### src/rtl/operand_feeder.sv
// rtl/operand_feeder.sv - operand-pair FIFO issuing registered pairs to a downstream pipeline
// Pairs are buffered, then issued in order one per cycle while en is high; flush and reset discard them.
module operand_feeder #(
  parameter int WIDTH = 32,
  parameter int DEPTH = 4
) (
  input  logic             clk,
  input  logic             rst,
  input  logic             in_valid,
  output logic             in_ready,
  input  logic [WIDTH-1:0] in_a,
  input  logic [WIDTH-1:0] in_b,
  input  logic             en,
  input  logic             flush,
  output logic [WIDTH-1:0] out1,
  output logic [WIDTH-1:0] out2,
  output logic             control,
  output logic [1:0]       state,
  output logic [15:0]      issued_cnt
);
  localparam int PW = $clog2(DEPTH);
  localparam int CW = PW + 1;
  localparam logic [CW-1:0] FULL_CNT = CW'(DEPTH);

  typedef enum logic [1:0] {
    IDLE   = 2'd0,
    ACTIVE = 2'd1,
    STALL  = 2'd2
  } state_e;

  logic [2*WIDTH-1:0] mem_q [DEPTH];
  logic [PW-1:0]      wr_ptr_q, wr_ptr_d;
  logic [PW-1:0]      rd_ptr_q, rd_ptr_d;
  logic [CW-1:0]      count_q, count_d;
  logic [WIDTH-1:0]   out1_q, out1_d;
  logic [WIDTH-1:0]   out2_q, out2_d;
  logic               control_q, control_d;
  logic [15:0]        issued_cnt_q, issued_cnt_d;
  state_e             state_q, state_d;
  logic               push, pop;
  logic [2*WIDTH-1:0] head;

  // Ready comes only from registered count, so a same-cycle pop never frees a slot.
  assign in_ready = (count_q != FULL_CNT);
  assign push     = in_valid && in_ready && !flush;
  assign pop      = (count_q != '0) && en && !flush;
  assign head     = mem_q[rd_ptr_q];

  always_comb begin
    wr_ptr_d     = wr_ptr_q;
    rd_ptr_d     = rd_ptr_q;
    count_d      = count_q;
    out1_d       = out1_q;
    out2_d       = out2_q;
    control_d    = 1'b0;
    issued_cnt_d = issued_cnt_q;
    state_d      = IDLE;
    if (flush) begin
      wr_ptr_d     = '0;
      rd_ptr_d     = '0;
      count_d      = '0;
      issued_cnt_d = '0;
    end else begin
      if (push) wr_ptr_d = wr_ptr_q + PW'(1);
      if (pop) begin
        rd_ptr_d     = rd_ptr_q + PW'(1);
        out1_d       = head[2*WIDTH-1:WIDTH];
        out2_d       = head[WIDTH-1:0];
        control_d    = 1'b1;
        issued_cnt_d = issued_cnt_q + 16'd1;
      end
      count_d = count_q + CW'(push) - CW'(pop);
      if (count_d != '0) state_d = en ? ACTIVE : STALL;
    end
  end

  // Storage is deliberately left unreset; count and pointers alone decide what is live.
  always_ff @(posedge clk) begin
    if (rst && push) mem_q[wr_ptr_q] <= {in_a, in_b};
  end

  always_ff @(posedge clk) begin
    if (!rst) begin
      wr_ptr_q     <= '0;
      rd_ptr_q     <= '0;
      count_q      <= '0;
      out1_q       <= '0;
      out2_q       <= '0;
      control_q    <= 1'b0;
      issued_cnt_q <= '0;
      state_q      <= IDLE;
    end else begin
      wr_ptr_q     <= wr_ptr_d;
      rd_ptr_q     <= rd_ptr_d;
      count_q      <= count_d;
      out1_q       <= out1_d;
      out2_q       <= out2_d;
      control_q    <= control_d;
      issued_cnt_q <= issued_cnt_d;
      state_q      <= state_d;
    end
  end

  assign out1       = out1_q;
  assign out2       = out2_q;
  assign control    = control_q;
  assign state      = state_q;
  assign issued_cnt = issued_cnt_q;
endmodule

### config.mk
export PLATFORM = sky130hd
export DESIGN_NAME = operand_feeder
export DESIGN_NICKNAME = d
export VERILOG_FILES = /design/src/rtl/operand_feeder.sv
export SDC_FILE = /design/constraint.sdc
export NUM_CORES = 1
export LEC_CHECK = 0
export CAP_MARGIN = 20
export CORE_MARGIN = 5
export CORE_UTILIZATION = 55
export CTS_CLUSTER_DIAMETER = 50
export DETAILED_ROUTE_END_ITERATION = 10
export PLACE_DENSITY = 0.86
export REMOVE_ABC_BUFFERS = 1
export SLEW_MARGIN = 0
export SYNTH_ARGS = -nofsm -noshare
export SYNTH_HDL_FRONTEND = slang
export SYNTH_SLANG_ARGS = --single-unit
### constraint.sdc
create_clock -name clk -period 10.2 [get_ports clk]
set_input_delay 3.06 -clock clk [delete_from_list [all_inputs] [get_ports clk]]
set_output_delay 3.06 -clock clk [all_outputs]
set_load 0.02 [all_outputs]
==> impl_metrics.yaml, run 1 <==
finish:
  drive_above_1_share_pct: 14.6
  num_antenna_cells: 0
  fin_util_pct: 69.0
  nNetsFinal: 983
  flow.area_growth_from_synthesis_pct: 22.8
  instances_no_fill: 1246
detailed_routing:
  drt_iter0_markers: 378
  ant_nets: 0
  wl_mm: 24.5
  first_pass_iters: 4
  viasPerCell: 5.44
  drc: 0
  drt-wirelength-per-cell_um: 19.7
  vias: 6782
floorplanning:
  row_count: 55
  die_w_um: 163
  initial_utilization_pct: 56.2
  core_area_mm2: 0.0228
  dieArea_mm2: 0.0264
  fp.dieH_um: 163
  io_pins: 153
sta:
  worstMarginPinSlew_ns: 1.01
  hold_slack_ns: 0.460
  period_minus_slack_ns: 6.45
  max_slew_margin_pct: 32.5
  finalClockSkew_ns: 0.0201
  post-route-period-util_pct: 63.3
  setup_tns_ns: 0
  final_hold_viol_count: 0
  fmax_mhz: 155
  finalSetupViolCount: 0
  rsz0062_at_grt: "no"
  drv_slew: 0
critical_path:
  rrSetupSlack_ns: 6.53
  endpoint_kind: "register"
  critical_path_class: "in2reg"
  arrival_ns: 6.80
  r2r-start: "count_q[1]$_SDFF_PP0_"
  crit_end: "state[0]$_SDFF_PP0_"
  timing.rr.end: "state[0]$_SDFF_PP0_"
  cp_max_fo: 68
  critPathLaunchType: "input port"
  r2r_cells: 12
  crit_start: "en"
  cp.required_ns: 10.55
clocking:
  numCtsBuffers: 36
  cts-root-buf: "clkbuf_16"
  htreeDepth: 2
  cts.path.max_buffers: 3
  cts_sinks: 346
  cts_resized: 0
  cts_tree: "yes"
  ctsHoldBuffers: 0
  clk_pin_slew_ns: 0.06
  cts_setup_buffers: 0
  clock_latency_ns: 0.51
synthesis:
  synth_area_mm2: 0.0128
  synth_area_per_cell_um2: 17.1
  synth_area_leader_cell: "edfxtp_1"
  synth-edff-count: 256
  yosysTopAreaCellShare_pct: 60.1
  synthCells: 750
  synthTopCellsByArea: "edfxtp_1 (60%), dfxtp_1 (14%), mux4_2 (11%), nand2_1 (4.0%), a21boi_0 (3.6%)"
  synth.cells.most_frequent: "edfxtp_1 (256), nand2_1 (138), dfxtp_1 (90), mux4_2 (64), a21boi_0 (62)"
  synth-warning-count: 0
  synth_cell_types: 41
  ys_ff_latch: 346
  async_flop_share_pct: 0
  synthFlopType: "edfxtp_1"
  ys_seq_area_share_pct: 74.2
  yosysMostFrequentCell: "edfxtp_1"
power_and_ir_drop:
  ir_drop_mv: 0.150
  totalPowerFinal_mw: 2.86
  p_leak_nw: 4.93
  powerDensity_mw_per_mm2: 182
grt:
  antenna_found_initial: 0
  grt_max_degree: 69
  grt_pass1_wl_mm: 38.8
  grt_usage_pct: 18.9
  grt-ovfl-total: 0
  grt_pass1_vias: 7206
outcome:
  status: "finished clean"
place:
  gp_congestion: 0.732
  dp_hpwl_mm: 13.5
  place_inst: 1181
  port_buffers: 152
flow_run:
  maxCapViolCount: 0
worst_hold_path:
  hp-class: "reg2reg"
## area by class of cell
cell class                      instances  area (um^2)
Sequential cell                       346         9500
Fill cell                            1511         7070
Multi-Input combinational cell        361         3120
Timing Repair Buffer                  155         1540
Clock buffer                           54         1070
Tap cell                              313          392
Clock inverter                         11         66.3
Inverter                                6         22.5
## sequential cells by signal, indices dropped and copies added, names as in the netlist
name	cells
control	1
count_q	3
issued_cnt	16
mem_q	256
out1	32
out2	32
rd_ptr_q	2
state	2
wr_ptr_q	2
## kinds of logic (layout without fill, tap and decap cells)
kind of cell,Yosys count,in the layout,synth area share (%)
adders and majority gates,8,8,0.841
AOI/OAI and AO/OA,78,78,4.43
DFF,346,346,74.2
muxes,64,64,11.3
buffers and inverters,43,226,1.56
xor gates and xnor gates,14,14,0.958
and+or+nand+nor,197,197,6.79
## per-layer routing
layer  track usage, %  share of wire (%)  vias to the layer above
met2             33.0                 51                      189
met5                0                  0                        -
met4             6.14                2.3                        0
met3             3.92                6.3                       46
li1                 -                  -                     3162
met1             23.8                 40                     3385
## through the flow
stage,setup WS (ns),instance area (um^2)
2_1_floorplan,3.52,12600
3_3_place_gp,3.27,14600
3_5_place_dp,3.17,14600
4_1_cts,3.68,15700
5_1_grt,3.34,15700
6_report,3.75,15700
## critical path: stages
cell	delay, ns
clkdlybuf4s50_1	0.60
nor2b_1	0.37
nand2_4	0.55
inv_2	0.15
buf_4	0.66
ha_1	0.22
inv_1	0.04
ha_1	0.19
fa_1	0.38
xnor2_1	0.15
xnor2_1	0.14
nor3_1	0.20
nor3b_1	0.08
## where the power goes
part	switching [mW]	internal [mW]
Clock	0.504	0.727
Sequential	0.00647	1.53
Combinational	0.0502	0.0499
## worst min path at each step
stage                                   startpoint                        to  slack, ns  cells after the start
after floorplan           wr_ptr_q[1]$_SDFFE_PP0P_  wr_ptr_q[1]$_SDFFE_PP0P_       0.47                      2
after global placement        out1[9]$_SDFFE_PN0P_      out1[9]$_SDFFE_PN0P_       0.45                      2
after detailed placement     out2[16]$_SDFFE_PN0P_     out2[16]$_SDFFE_PN0P_       0.46                      2
after CTS                    out2[16]$_SDFFE_PN0P_     out2[16]$_SDFFE_PN0P_       0.47                      2
after global routing         out1[23]$_SDFFE_PN0P_     out1[23]$_SDFFE_PN0P_       0.49                      2
final                         out1[5]$_SDFFE_PN0P_      out1[5]$_SDFFE_PN0P_       0.46                      2
## layout by cell type, fill, tap and decap left out, types with 7 or more instances in the layout
master	Yosys	final
clkbuf_8	0	8
nand2_1	138	137
mux4_2	64	64
edfxtp_1	256	256
a21boi_0	62	62
clkbuf_16	0	37
clkdlybuf4s50_1	0	151
xnor2_1	12	12
clkbuf_1	17	9
ha_1	7	7
nor2_1	17	17
nand3_1	7	7
dfxtp_1	90	88
Note: power is estimated with default switching activity, not from simulation.
==> run 2, diff against run 1 <==
--- a/config.mk
+++ b/config.mk
@@ -7,10 +7,10 @@
 export LEC_CHECK = 0
 export CAP_MARGIN = 20
 export CORE_MARGIN = 5
-export CORE_UTILIZATION = 55
+export CORE_UTILIZATION = 50
 export CTS_CLUSTER_DIAMETER = 50
 export DETAILED_ROUTE_END_ITERATION = 10
-export PLACE_DENSITY = 0.86
+export PLACE_DENSITY = 0.83
 export REMOVE_ABC_BUFFERS = 1
 export SLEW_MARGIN = 0
 export SYNTH_ARGS = -nofsm -noshare
==> constraint.sdc (replaced) <==
create_clock -name clk -period 5.75 [get_ports clk]
set_input_delay 1.725 -clock clk [delete_from_list [all_inputs] [get_ports clk]]
set_output_delay 1.725 -clock clk [all_outputs]
set_load 0.02 [all_outputs]
==> run 2 against run 1 <==
  * Clock skew down 0.0034 ns
  * Critical path depth down 1
  * Flip-flop and latch count unchanged
  * Core utilization down 6.2 points
  * Total power up 81%
  * Sequential share of layout area down 0.36 points
==> impl_metrics.yaml, run 2 (synthesis results as in run 1) <==
finish:
  finalInstanceArea_mm2: 0.0158
  flow.area_growth_from_synthesis_pct: 23.5
  nNetsFinal: 986
  fillerInstances: 1741
  multi_input_area_mm2: 0.00312
  largest_reg_flops: 256
  regMostFlops: "mem_q"
  instances_no_fill: 1268
  final_common_cell: "edfxtp_1"
  seq_area_mm2: 0.00950
  drive_above_1_share_pct: 14.9
  final_cell_mix: "edfxtp_1 (256), clkdlybuf4s50_1 (151), nand2_1 (137)"
  fin_util_pct: 62.8
grt:
  met1_usage_pct: 23.9
  antenna_found_initial: 2
  grtUsageMet2_pct: 29.0
  grt-busiest-layer: "met2"
  grt_pass1_vias: 7082
  grt-ovfl-total: 0
  use_met3_pct: 3.93
  grt_usage_pct: 17.7
  grt_pass1_wl_mm: 39.8
  grt_max_degree: 68
sta:
  final_hold_viol_count: 0
  period_minus_slack_ns: 3.72
  finalClockSkew_ns: 0.0168
  drv_slew: 0
  fin_ws_ns: 2.03
  fmax_mhz: 269
  post-route-period-util_pct: 64.7
  max_slew_margin_pct: 33.1
  finalSetupViolCount: 0
  worstMarginPinSlew_ns: 1.00
  rsz0062_at_grt: "no"
  hold_slack_ns: 0.463
  setup_tns_ns: 0
clocking:
  ctsHoldBuffers: 0
  cts.path.max_buffers: 3
  cts_setup_buffers: 0
  numCtsBuffers: 37
  cts-root-buf: "clkbuf_16"
  clk_pin_slew_ns: 0.06
  cts_sinks: 346
  cts_tree: "yes"
  cts_resized: 0
  clock_latency_ns: 0.52
  htreeDepth: 2
place:
  dp_hpwl_mm: 14.8
  port_buffers: 152
  place_inst: 1200
  placed_area_mm2: 0.0146
  pre_cts_ws_ns: 1.49
  gp_congestion: 0.727
power_and_ir_drop:
  ir_drop_mv: 0.275
  totalPowerFinal_mw: 5.18
  powerDensity_mw_per_mm2: 328
  p_leak_nw: 4.96
detailed_routing:
  drt-wirelength-per-cell_um: 19.7
  ant_nets: 0
  vias: 6811
  drc: 0
  first_pass_iters: 4
  viasPerCell: 5.37
  wl_mm: 25.0
  drt_iter0_markers: 434
critical_path:
  arrival_ns: 4.13
  cp_max_fo: 5
  cpMaxStageDelayCell: "clkdlybuf4s50_1"
  endpoint_kind: "register"
  critPathBufInv: 3
  crit_family: "buffers and inverters"
  cp_cell_sequence: "clkdlybuf4s50_1 -> nor2b_1 -> nand2_4 -> inv_2 -> ha_1 -> inv_1 -> ha_1 -> fa_1 -> xnor2_1 -> xnor2_1 -> nor3_1 -> nor3b_1"
  timing.rr.end: "state[0]$_SDFF_PP0_"
  r2r-start: "count_q[2]$_SDFF_PP0_"
  r2r_cells: 11
  cp.required_ns: 6.15
  rrSetupSlack_ns: 3.14
  slowest_delay_ns: 0.60
  critPathLaunchType: "input port"
  crit_cells: 12
  critical_path_class: "in2reg"
floorplanning:
  fp.dieH_um: 170
  die_w_um: 170
  row_count: 58
  initial_utilization_pct: 50.8
  dieArea_mm2: 0.0289
  io_pins: 153
  core_area_mm2: 0.0252
worst_hold_path:
  hp-class: "reg2reg"
  min_path_cells: 2
  min_from: "out2[8]$_SDFFE_PN0P_"
  min_to: "out2[8]$_SDFFE_PN0P_"
outcome:
  status: "finished clean"
flow_run:
  maxCapViolCount: 0
==> run 2: cell count changes in the layout (fill, tap and decap cells not counted), sizes merged <==
cell / delta
inv: +2
buf: +2
clkinv: +3
bufinv: +2
diode: +1
clkbuf: -5
==> run 2: how the worst max path moves through the flow <==
stage,startpoint,endpoint
after floorplan,en,state[0]$_SDFF_PP0_
after global placement,en,state[0]$_SDFF_PP0_
after detailed placement,en,state[0]$_SDFF_PP0_
after CTS,count_q[2]$_SDFF_PP0_,in_ready
after global routing,en,state[0]$_SDFF_PP0_
final,en,state[0]$_SDFF_PP0_
==> run 2: layout make-up <==
cell class,count,share of cell area [%]
timing repair buffer,157,9.83
inverter,6,0.143
clock inverter,18,1.20
sequential,346,60.1
multi-input combinational,361,19.8
antenna,1,0.0158
tap,330,2.61
clock buffer,49,6.33
==> run 2: worst min-delay path, cell delays in order, from the launching register on <==
cell	delay, ns
dfxtp_1	0.30
nand2_1	0.04
a21boi_0	0.06
==> run 2: power by group <==
part | switching (mW) | leakage, nW | internal (mW)
clock network | 0.945 | 0.572 | 1.34
logic | 0.0916 | 1.35 | 0.0893
registers | 0.0112 | 3.04 | 2.71
==> run 2: layer usage <==
layer | vias up | routed length [um]
li1 | 3160 | -
met2 | 194 | 12200
met1 | 3414 | 10600
met4 | 0 | 571
met5 | - | 0
met3 | 43 | 1540
==> RTL edit 1: new RTL, settings of run 2 <==
Set the parameter `DEPTH` to 2 (it was 4).
--- a/src/rtl/operand_feeder.sv
+++ b/src/rtl/operand_feeder.sv
@@ -3,5 +3,5 @@
 module operand_feeder #(
   parameter int WIDTH = 32,
-  parameter int DEPTH = 4
+  parameter int DEPTH = 2
 ) (
   input  logic             clk,
Function: changed (Yosys sat finds a counterexample within 4 cycles, from zero or initial values and one cycle with rst low).
==> RTL edit 1 against run 2 <==
Count of clock-buffer cells in the layout shrank 22. Routed wire length shrank 36%. Area after synthesis decreased by 39%. Total power down 40%. Design area down 36%. Highest routed layer unchanged. Largest power group unchanged. Worst setup slack worse by 0.078 ns. Maximum frequency decreased by 2.1%. Sequential cell count down 131.
==> RTL edit 1: results <==
{
  "gp_congestion": 0.856,
  "pwr-share-clk_pct": 41.8,
  "antenna_found_initial": 0,
  "synth_top_area_share_pct": 49.4,
  "num_vias": 4834,
  "status": "completed",
  "drtIter0Drc": 365,
  "peakVddDrop_v": 0.000204,
  "largest_register_ffs": 128,
  "yosys-top-cells-area": "edfxtp_1 49%, dfxtp_1 22%, mux2i_1 8.4%",
  "ys_types": 32,
  "wl_per_cell_um": 18.3,
  "diodes": 0,
  "crit_fanout": 66,
  "grt_pass1_vias": 4902,
  "insertion_delay_ns": 0.49,
  "placed_cells": 844,
  "synthCells": 528,
  "synth_mux_area_share_pct": 8.37,
  "pg_clk_mw": 1.31,
  "synth_compound_area_share_pct": 9.51,
  "place_ws_ns": 1.41,
  "synth_xor_area_share_pct": 1.35,
  "synth-edff-count": 128,
  "post_dp_cell_area_um2": 9500,
  "dpl.hpwl_um": 10400,
  "synth_commonest_cells": "128 x edfxtp_1, 87 x dfxtp_1, 67 x nand2_1, 65 x mux2i_1, 64 x o211a_1"
}
-- RTL edit 1: changes by cell type after synthesis, moves of 5 or more --
cell	run 2	this run
clkbuf_1	17	24
mux2i_1	0	65
and2_1	7	2
nand2_1	138	67
buf_1	1	6
mux4_2	64	0
o211a_1	0	64
buf_4	6	0
buf_2	13	2
a21boi_0	62	0
edfxtp_1	256	128
-- RTL edit 1: layer usage --
| layer | wire length [um] | track usage, % | vias to the layer above |
|---|---|---|---|
| li1 | - | - | 2268 |
| met1 | 6740 | 22.1 | 2385 |
| met2 | 8050 | 30.7 | 156 |
| met3 | 1000 | 3.61 | 25 |
| met4 | 318 | 4.07 | 0 |
| met5 | 0 | 0 | - |
-- RTL edit 1: cell families (layout without fill, tap and decap cells) --
family          after synthesis  after routing
mux                          65             65
buf+inv                      39            205
xor+xnor                     12             12
flops                       215            215
simple gates                114            114
compound gates               80             80
fa+ha+maj                     3              3
-- RTL edit 1: path summary, 6_finish.rpt --
path / from / endpoint / slack (ns) / depth (start not counted)
worst min register to register: out1[28] / out1[28] / 0.50 / 1
worst max-delay path: en / out2[26] / 1.95 / 7
worst min-delay path: out1[28] / out1[28] / 0.50 / 1
worst max register to register: count_q[1] / out2[26] / 3.36 / 6
-- RTL edit 1: worst max-delay path, cell delays in order --
cell and delay (ns):
clkdlybuf4s50_1 0.54, o21ai_2 0.23, nor2_4 0.15, buf_4 0.55, buf_4 0.62, nand2_1 0.15, o211a_1 0.17
-- RTL edit 1: final cells by class --
| type | count | area, um2 |
|---|---|---|
| Tap cell | 188 | 235 |
| Inverter | 7 | 26.3 |
| Sequential cell | 215 | 5590 |
| Clock inverter | 11 | 91.3 |
| Multi-Input combinational cell | 274 | 2060 |
| Fill cell | 1046 | 5020 |
| Clock buffer | 27 | 588 |
| Timing Repair Buffer | 160 | 1600 |
==> RTL edit 2: new RTL, settings of run 2 <==
Made on the original files. Make the reset (`rst`) asynchronous in one clocked block.
--- a/src/rtl/operand_feeder.sv
+++ b/src/rtl/operand_feeder.sv
@@ -80,5 +80,5 @@
   end
 
-  always_ff @(posedge clk) begin
+  always_ff @(posedge clk or negedge rst) begin
     if (!rst) begin
       wr_ptr_q     <= '0;
Function: differs if rst is asserted again (counterexample within 4 cycles, from zero or initial values and one cycle with rst low); with rst held inactive, the same outputs for 4 cycles.
==> RTL edit 2 against run 2 <==
Design area increased by 1.7%. Area after synthesis increased by 0.68%. Worst setup slack got worse by 0.15 ns. Routed wire length decreased by 6.1%. Sequential cell count unchanged. Critical path depth decreased by 1. Sequential share of layout area increased by 1.8 points. Maximum frequency decreased by 3.9%. Critical endpoint is now state[0]. Global-route usage decreased by 1.1 points. Register-to-register slack got worse by 0.17 ns.
Power is not compared: it rests on default switching activity, and its combinational part moved more than twofold at a synthesized area within 25%.
==> RTL edit 2: results <==
{
  "status": "completed",
  "yosysSeqAreaShare_pct": 77.1,
  "wl_met3_um": 1620,
  "finalNetCount": 853,
  "dpl.hpwl_um": 13800,
  "critPathLaunch": "flush",
  "synthFlopType": "edfxtp_1",
  "cts_resized": 0,
  "grt_pass1_vias": 6740,
  "fillerInstances": 1749,
  "grt_max_degree": 66,
  "ys_types": 33,
  "drive_gt1_share_pct": 25.3,
  "met1_length_um": 9750,
  "antenna_found_initial": 1,
  "powerDensity_nw_per_um2": 461,
  "vias_per_cell": 5.48,
  "slowest_delay_ns": 0.65,
  "crit_fanout": 13,
  "crit_family": "adder cells",
  "path_class": "input port to register",
  "yosys-top-cells-area": "edfxtp_1 60%, dfrtp_1 17%, mux4_2 11%",
  "critical_path_arrival_ns": 4.27,
  "gp_congestion": 0.735,
  "r2r-end": "state[0]",
  "grt_util_all_layers_pct": 16.6,
  "synth_commonest_cells": "256 x edfxtp_1, 90 x dfrtp_1, 64 x mux2_2, 64 x mux4_2, 17 x nor2_1",
  "drt_wl_total_um": 23500,
  "routed-wl-met2_um": 11600,
  "drtIter0Drc": 359,
  "skew_ns": 0.00961,
  "peakVddDrop_v": 0.000307,
  "r2r_cells": 12,
  "insertion_delay_ns": 0.50,
  "reg2reg_slack_ns": 2.97,
  "async_reset_ff_share_pct": 26.0,
  "grt_pass1_wl_um": 37600,
  "max_slew_margin_pct": 30.4,
  "reg2reg_from": "count_q[1]",
  "cp_slowest_cell": "clkdlybuf4s50_1",
  "cts_buffers": 38
}
-- RTL edit 2: stage by stage --
stage / setup WS [ns] / instance area, um2 / utilization [%] / cells / hold slack, ns
after floorplan: -0.771 / 12800 / - / 578 / 0.536
after global routing: 1.66 / 16100 / 63.7 / 1137 / 0.513
after global placement: 1.36 / 14800 / 58.5 / 1066 / 0.492
final: 1.88 / 16100 / 63.7 / 1137 / 0.504
after CTS: 1.87 / 16100 / 63.6 / 1136 / 0.507
after detailed placement: 1.34 / 14800 / 58.5 / 1066 / 0.495
-- RTL edit 2: where the power goes --
group	internal, mW	total, mW	switching, mW
Combinational	0.961	1.71	0.747
Sequential	3.00	3.25	0.246
Clock	1.52	2.45	0.927
-- RTL edit 2: cells by family after synthesis --
| family | share of synthesized area (%) |
|---|---|
| DFF | 77.1 |
| buffers and inverters | 1.07 |
| adders and majority gates | 0.835 |
| AOI/OAI and AO/OA | 0.660 |
| and+or+nand+nor | 2.49 |
| muxes | 16.8 |
| xor gates and xnor gates | 1.02 |
-- RTL edit 2: worst min path at each step --
stage,from,endpoint,slack (ns),cells after the start
finish,out1[7],out1[7],0.50,1
global route,out1[21],out1[21],0.51,1
CTS,out1[21],out1[21],0.51,1
detailed placement,out1[21],out1[21],0.50,1
global placement,out1[8],out1[8],0.49,1
floorplan,wr_ptr_q[1],wr_ptr_q[1],0.54,2
-- RTL edit 2: per-layer routing --
layer / vias up / track usage (%)
li1: 2760 / -
met1: 3241 / 22.6
met2: 190 / 27.5
met3: 39 / 3.90
met4: 0 / 4.31
met5: - / 0
-- RTL edit 2: layout make-up --
cell class                      instances  area, um2  share of cell area [%]
Antenna cell                            1       2.50                  0.0156
Clock buffer                           51       1090                    6.80
Clock inverter                         19        206                    1.28
Inverter                                7       26.3                   0.163
Multi-Input combinational cell        225       2820                    17.6
Sequential cell                       346       9950                    61.9
Tap cell                              330        413                    2.57
Timing Repair Buffer                  158       1560                    9.73
